==> config.mk <==
export PLATFORM = sky130hd
export DESIGN_NAME = pcm_sample_fifo
export DESIGN_NICKNAME = d
export VERILOG_FILES = /design/src/rtl/pcm_sample_fifo.sv
export SDC_FILE = /design/constraint.sdc
export NUM_CORES = 1
export LEC_CHECK = 0
export BUFFER_PORTS_ARGS = -buffer_cell sky130_fd_sc_hd__buf_2
export CAP_MARGIN = 10
export CORE_UTILIZATION = 59
export DETAILED_ROUTE_END_ITERATION = 8
export PLACE_DENSITY_LB_ADDON = 0.15
export SYNTH_ARGS = -nofsm -noshare
export SYNTH_HDL_FRONTEND = slang
export SYNTH_SLANG_ARGS = --single-unit
==> constraint.sdc <==
create_clock -name clk -period 3.8 [get_ports clk]
set_input_delay 0.57 -clock clk [delete_from_list [all_inputs] [get_ports clk]]
set_output_delay 0.57 -clock clk [all_outputs]
set_load 0.005 [all_outputs]
==> src/rtl/pcm_sample_fifo.sv <==
// PCM sample FIFO between the CIC3 decimator and the register file.
// First-word fall-through, watermark irq and sticky overflow.
module pcm_sample_fifo #(
  parameter int DEPTH = 8,
  parameter int WIDTH = 16,
  parameter int LW    = $clog2(DEPTH) + 1
) (
  input  logic             clk,
  input  logic             rst_n,
  input  logic             enable,
  input  logic [WIDTH-1:0] pcm_in,
  input  logic             pcm_valid_in,
  input  logic             pop,
  input  logic             flush,
  input  logic             clear_overflow,
  input  logic [LW-1:0]    watermark,
  output logic [WIDTH-1:0] rd_data,
  output logic [LW-1:0]    level,
  output logic             empty,
  output logic             full,
  output logic             overflow,
  output logic             irq
);

  localparam int AW = $clog2(DEPTH);
  localparam logic [LW-1:0] FULL_LVL = LW'(DEPTH);

  logic [WIDTH-1:0] mem [DEPTH];
  logic [AW-1:0]    wr_ptr, rd_ptr;
  logic [AW-1:0]    wr_ptr_nx, rd_ptr_nx;
  logic [LW-1:0]    level_q, level_nx;
  logic             overflow_q, overflow_nx;
  logic             irq_q, irq_nx;
  logic             valid_q;
  logic             is_empty, is_full;
  logic             push_req, do_push, do_pop, ovf_evt;

  assign is_empty = (level_q == '0);
  assign is_full  = (level_q == FULL_LVL);

  // One push per filter sample: rising edge of the valid level only.
  assign push_req = pcm_valid_in & ~valid_q & enable;

  // A pop on a full FIFO frees the slot the same-cycle push needs.
  assign do_pop  = pop & ~is_empty & ~flush;
  assign do_push = push_req & ~flush & (~is_full | do_pop);
  assign ovf_evt = push_req & ~flush & is_full & ~do_pop;

  always_comb begin
    wr_ptr_nx   = wr_ptr;
    rd_ptr_nx   = rd_ptr;
    level_nx    = level_q;
    overflow_nx = overflow_q;
    if (flush) begin
      wr_ptr_nx   = '0;
      rd_ptr_nx   = '0;
      level_nx    = '0;
      overflow_nx = 1'b0;
    end else begin
      if (do_push) wr_ptr_nx = wr_ptr + 1'b1;
      if (do_pop)  rd_ptr_nx = rd_ptr + 1'b1;
      level_nx = level_q + LW'(do_push) - LW'(do_pop);
      if (ovf_evt)             overflow_nx = 1'b1;
      else if (clear_overflow) overflow_nx = 1'b0;
    end
    irq_nx = ((watermark != '0) & (level_nx >= watermark))
           | overflow_nx;
  end

  always_ff @(posedge clk) begin
    if (!rst_n) begin
      wr_ptr     <= '0;
      rd_ptr     <= '0;
      level_q    <= '0;
      overflow_q <= 1'b0;
      irq_q      <= 1'b0;
      valid_q    <= 1'b0;
    end else begin
      wr_ptr     <= wr_ptr_nx;
      rd_ptr     <= rd_ptr_nx;
      level_q    <= level_nx;
      overflow_q <= overflow_nx;
      irq_q      <= irq_nx;
      valid_q    <= pcm_valid_in;
    end
  end

  // Storage needs no reset: entries are masked while empty.
  always_ff @(posedge clk) begin
    if (rst_n && do_push) mem[wr_ptr] <= pcm_in;
  end

  assign rd_data  = is_empty ? '0 : mem[rd_ptr];
  assign level    = level_q;
  assign empty    = is_empty;
  assign full     = is_full;
  assign overflow = overflow_q;
  assign irq      = irq_q;

endmodule

# [Yosys cells after proc, flatten, opt, wreduce, memory -nomap -nowiden]
# Memories as Yosys holds them, arrays and structs flattened. A register that Yosys moved wholly into a read port is not among the register bits.
# Index checks and enable logic that the tools add are counted.
[word_totals] regBits=13 ramBits=128 input_bits=27 elab_cells=43 mem_count=1
[memory_table] memory="mem" depth=8 width=16 rd=1 rd_ports_with_merged_regs=1 wr=1 line_no="28" rtl="logic [WIDTH-1:0] mem [DEPTH];"
[classes] addsub=4 order_cmp=1 eq_ne=1 mux=9 n_bitwise=17 reduce_logical=4
[ops] op="$mux W16" count=1
[ops] op="$and A1 B1 Y1" count=9
[ops] op="$add A3 B1 Y3 const B" count=2
[ops] op="$mux W3" count=2
[ops] op="$not A1 Y1" count=6
[ops] op="$mux W1" count=5
[ops] op="$add A4 B1 Y4" count=1
[ops] op="$eq A4 B4 Y1 const B" count=1
[ops] op="$ge A4 B4 Y1" count=1
[ops] op="$logic_not A4 Y1" count=1
[ops] op="$mux W4" count=1
[ops] op="$reduce_bool A4 Y1" count=1
[ops] op="$sub A4 B1 Y4" count=1
[ops] op="$or A1 B1 Y1" count=2
[ops] op="$reduce_or A2 Y1" count=1
[ops] op="$logic_and A1 B1 Y1" count=1

# [Depth between registers and ports, before layout]
[logic_depth] ltp_word=12 mapped_depth=16

# [Worst setup path before layout]
# OpenSTA, ideal clock, no wires.
[synth_path] path_kind="input -> register" from="input flush" to="memory mem[0][0], enable pin" setup_time_ns=0.430 t_arrival_ns=2.766 setup_slack_ns=0.603 stages=4 path_cell_list="buf_6 and4bb_2 o21ai_4 nor4_1"
[synth_between] elab_chain_len=7 word_cells_on_any_way=8 classes_between="mux: 2; bitwise: 5; reduce/logical: 1"
[synth_lines] element="start, declared" line_no="14" rtl="input logic flush,"
[synth_lines] element="$not A1 Y1 *" line_no="45, 46"
[synth_lines] element="$and A1 B1 Y1" line_no="45" rtl="assign do_pop = pop & ~is_empty & ~flush;"
[synth_lines] element="$or A1 B1 Y1" line_no="46" rtl="assign do_push = push_req & ~flush & (~is_full | do_pop);"
[synth_lines] element="$and A1 B1 Y1 *" line_no="46"
[synth_lines] element="$logic_and A1 B1 Y1 *" line_no="90" rtl="if (rst_n && do_push) mem[wr_ptr] <= pcm_in;"
[synth_lines] element="$mux W1 *" line_no="90"
[synth_lines] element="$mux W1 (not written as such) *" line_no="90"
[synth_lines] element="end, declared" line_no="28"
# Mark *: on every way between the ends. The rest lies on a longest branch, timed or not.

# [Worst setup path after layout]
[layout_path] from="register level_q[2], in the netlist level[2]" to="register irq_q, in the netlist irq"
[layout_between] elab_chain_len=12 word_cells_on_any_way=19 classes_between="add/sub: 2; order compare: 1; eq/ne: 1; mux: 3; bitwise: 11; reduce/logical: 1"
[layout_lines] element="start, declared" line_no="31" rtl="logic [LW-1:0] level_q, level_nx;"
[layout_lines] element="start signal, assigned" line_no="81" rtl="level_q <= level_nx;"
[layout_lines] element="$logic_not A4 Y1" line_no="38" rtl="assign is_empty = (level_q == '0);"
[layout_lines] element="$not A1 Y1" line_no="45"
[layout_lines] element="$and A1 B1 Y1 (2 in series)" line_no="45"
[layout_lines] element="$or A1 B1 Y1" line_no="46"
[layout_lines] element="$and A1 B1 Y1" line_no="46"
[layout_lines] element="$add A4 B1 Y4" line_no="62" rtl="level_nx = level_q + LW'(do_push) - LW'(do_pop);"
[layout_lines] element="$sub A4 B1 Y4 *" line_no="62"
[layout_lines] element="$mux W4 *" line_no="54" rtl="if (flush) begin"
[layout_lines] element="via level_nx[1]" line_no="31"
[layout_lines] element="$ge A4 B4 Y1 *" line_no="66" rtl="irq_nx = ((watermark != '0) & (level_nx >= watermark))"
[layout_lines] element="$and A1 B1 Y1 *" line_no="66"
[layout_lines] element="$or A1 B1 Y1 *" line_no="67" rtl="| overflow_nx;"
[layout_lines] element="end signal, assigned" line_no="83" rtl="irq_q <= irq_nx;"
[layout_lines] element="end, declared" line_no="33" rtl="logic irq_q, irq_nx;"
# The timed path passes the listed nets; every way through them passes the cells marked *.
# A chain may end at the register's enable or synchronous reset.

==> run_results.csv <==
group,metric,value,unit
place,port_buffers,50,
timing,fmax,302,MHz
die,io_pins,51,
logic_synthesis,ys_top_cells_by_count,"edfxtp_1 (128), mux4_2 (32), nor2_1 (20)",
route,first_iter_violations,141,
job,max_cap_violations,0,
route,drt-pass1-iter-count,4,
final_layout,area_growth,20.0,%
logic_synthesis,postSynthAreaPerCell,19.6,sq um
global_routing,grt_max_degree,33,
final_layout,nets,399,
logic_synthesis,synthDistinctLibCells,36,
clock_tree,clockBufferDepth,2,
die,die_w,100,microns
logic_synthesis,yosys-top-cells-area,"edfxtp_1 (67%), mux4_2 (13%), dfxtp_1 (5.6%)",
outcome,outcome,"finished clean",
power,power,3.65,mW
timing,finalMaxSlewViolations,0,
worst_setup_path,cp.required,4170,ps
die,fp-row-count,35,
route,vias_per_cell,5.83,
place,dp.final_hpwl,6100,microns
timing,fin_worst_skew,6.48,ps
global_routing,grt.busiest_layer,"met2",
global_routing,track_usage,0.234,
clock_tree,htreeDepth,4,
die,dieArea,0.0101,sq mm
timing,setup_viol,0,
timing,period_needed,3310,ps
logic_synthesis,synth-seq-area-share,0.731,
logic_synthesis,syn-num-nets,329,
clock_tree,ctsResizeCount,0,
power,vdd_drop_max,0.295,mV
clock_tree,numClockSinks,144,
place,gp_congestion,0.756,
power,p_leak,2.36,nW
worst_setup_path,rr_startpoint,"level[2]",
power,power_density,533,mW/mm^2
worst_hold_path,hp-start,"pcm_valid_in",
clock_tree,cts_root_buf,"clkbuf_8",
global_routing,gr-usage-met2,0.396,
die,design.core.area,0.00928,sq mm
worst_hold_path,hp-class,"primary input to flip-flop",
timing,max_slew.worst_pin.slew,631,ps
timing,finalHoldViolCount,0,
route,wire_per_inst,21.2,microns
global_routing,grt_pass1_wl,16600,microns
route,routed_wl,10600,microns
logic_synthesis,synth_top_area_frac,0.675,
timing,rsz0062_at_grt,"no",
clock_tree,post-cts-setup-buffers,0,
timing,relSlewSlack,0.579,
route,ant_nets,0,
worst_setup_path,worstPathArrival,3680,ps
logic_synthesis,synthesis.area,0.00570,sq mm
global_routing,grt_antenna_before_repair,0,
clock_tree,numCtsBuffers,17,
final_layout,stdcell_count,502,
global_routing,met1_usage,0.303,
logic_synthesis,yosysWarnings,0,
clock_tree,insertion_delay,500,ps
global_routing,grt_pass1_vias,3041,
clock_tree,cts_tree,"built",
timing,layout_worst_path_cycle_share,0.871,
logic_synthesis,post-synth-top-count-cell,"edfxtp_1",
global_routing,grt-ovfl-total,0,
worst_setup_path,cp-end-kind,"flip-flop",
route,vias,2927,
worst_setup_path,startpoint,"level[2]",
timing,finalSetupTns,0,ps
route,route.detailed.drc,0,
clock_tree,clkTransAtPathRegs,60,ps
global_routing,use_met3,0.0564,
die,dieHeight,100,microns
logic_synthesis,synth_top_area_cell,"edfxtp_1",
worst_setup_path,crit_type,"flip-flop to flip-flop",
place,dp_cells,470,
logic_synthesis,async_reset_ff_frac,0,
logic_synthesis,synth_edf_count,128,
worst_setup_path,cp_max_fo,5,
logic_synthesis,synthCells,290,
final_layout,drive_gt1_frac,0.373,
final_layout,insertedDiodeCount,0,
clock_tree,hold_buffers,0,
logic_synthesis,synth_ff_type,"edfxtp_1",
die,start_util,0.614,
logic_synthesis,synth_seq_cells,144,
worst_setup_path,start_kind,"flip-flop",
-- critical path, stage by stage, from the launching register on --
cell and delay (ps):
dfxtp_1 320, inv_1 70, ha_1 240, nor3b_2 200, nor3b_1 500, nand2b_1 210, o21ai_0 120, ha_1 200
fa_1 410, inv_1 80, nor2_1 60, ha_1 260, o21ai_0 150, a21oi_1 60, o31ai_1 170, o21ai_0 100
-- path summary, 6_finish.rpt --
check                                 end  slack, ps  cells past startpoint
worst max-delay path                  irq        490                     15
worst min-delay path              valid_q        290                      2
worst max register to register        irq        490                     15
worst min register to register  rd_ptr[2]        530                      2
-- cells by family after synthesis --
logic type      count (synthesis)  synth area share
flops                         144             0.731
compound gates                 29            0.0400
simple gates                   44            0.0441
mux                            34             0.130
fa+ha+maj                      12            0.0277
xor+xnor                        5           0.00769
buf+inv                        22            0.0198
-- registers in the layout (all words and copies together) (netlist names), named ones only --
signal / count
mem: 128
overflow: 1
wr_ptr: 3
level: 4
irq: 1
rd_ptr: 3
valid_q: 1
-- cell usage in the layout (no fill, tap or decap), types with 3 or more instances in the layout --
master,instances
a21oi_1,4
nor3_2,4
nor2_1,20
o21ai_0,4
xnor2_1,4
nand2b_1,4
a22o_1,16
mux4_2,32
inv_1,10
ha_1,11
buf_2,50
dfxtp_1,15
clkbuf_16,16
bufinv_16,6
edfxtp_1,128
clkinvlp_4,3
buf_4,12
nor4_2,3
-- layout make-up --
cell class              count  area (sq um)
clock buffers              18           418
clock inverters            14           238
fillers                   577          2440
inverters                  10          37.5
multi-input cells         124          1460
flip-flops and latches    144          4170
well taps                 129           161
repair buffers             63           360
-- where the power goes --
part | leakage [nW] | switching (mW) | internal [mW]
logic | 0.765 | 0.0564 | 0.0415
clock network | 0.309 | 0.619 | 1.20
registers | 1.28 | 0.00359 | 1.73
total | 2.36 | 0.679 | 2.97
-- stage by stage --
| stage | worst slack [ps] | hold WS [ps] | instance area (sq um) | util |
|---|---|---|---|---|
| final | 490 | 291 | 6840 | 0.737 |
| after floorplan | 603 | 489 | 5700 | - |
| after detailed placement | 492 | 520 | 6180 | 0.666 |
| after global placement | 601 | 507 | 6180 | 0.666 |
| after global routing | 103 | 268 | 6840 | 0.737 |
| after CTS | 478 | 277 | 6840 | 0.737 |
-- metal layers --
metal,vias up,share of wire
li1,1316,-
met1,1518,0.42
met2,83,0.52
met3,10,0.044
met4,0,0.010
met5,-,0
Power figures use the tool's default switching activity.
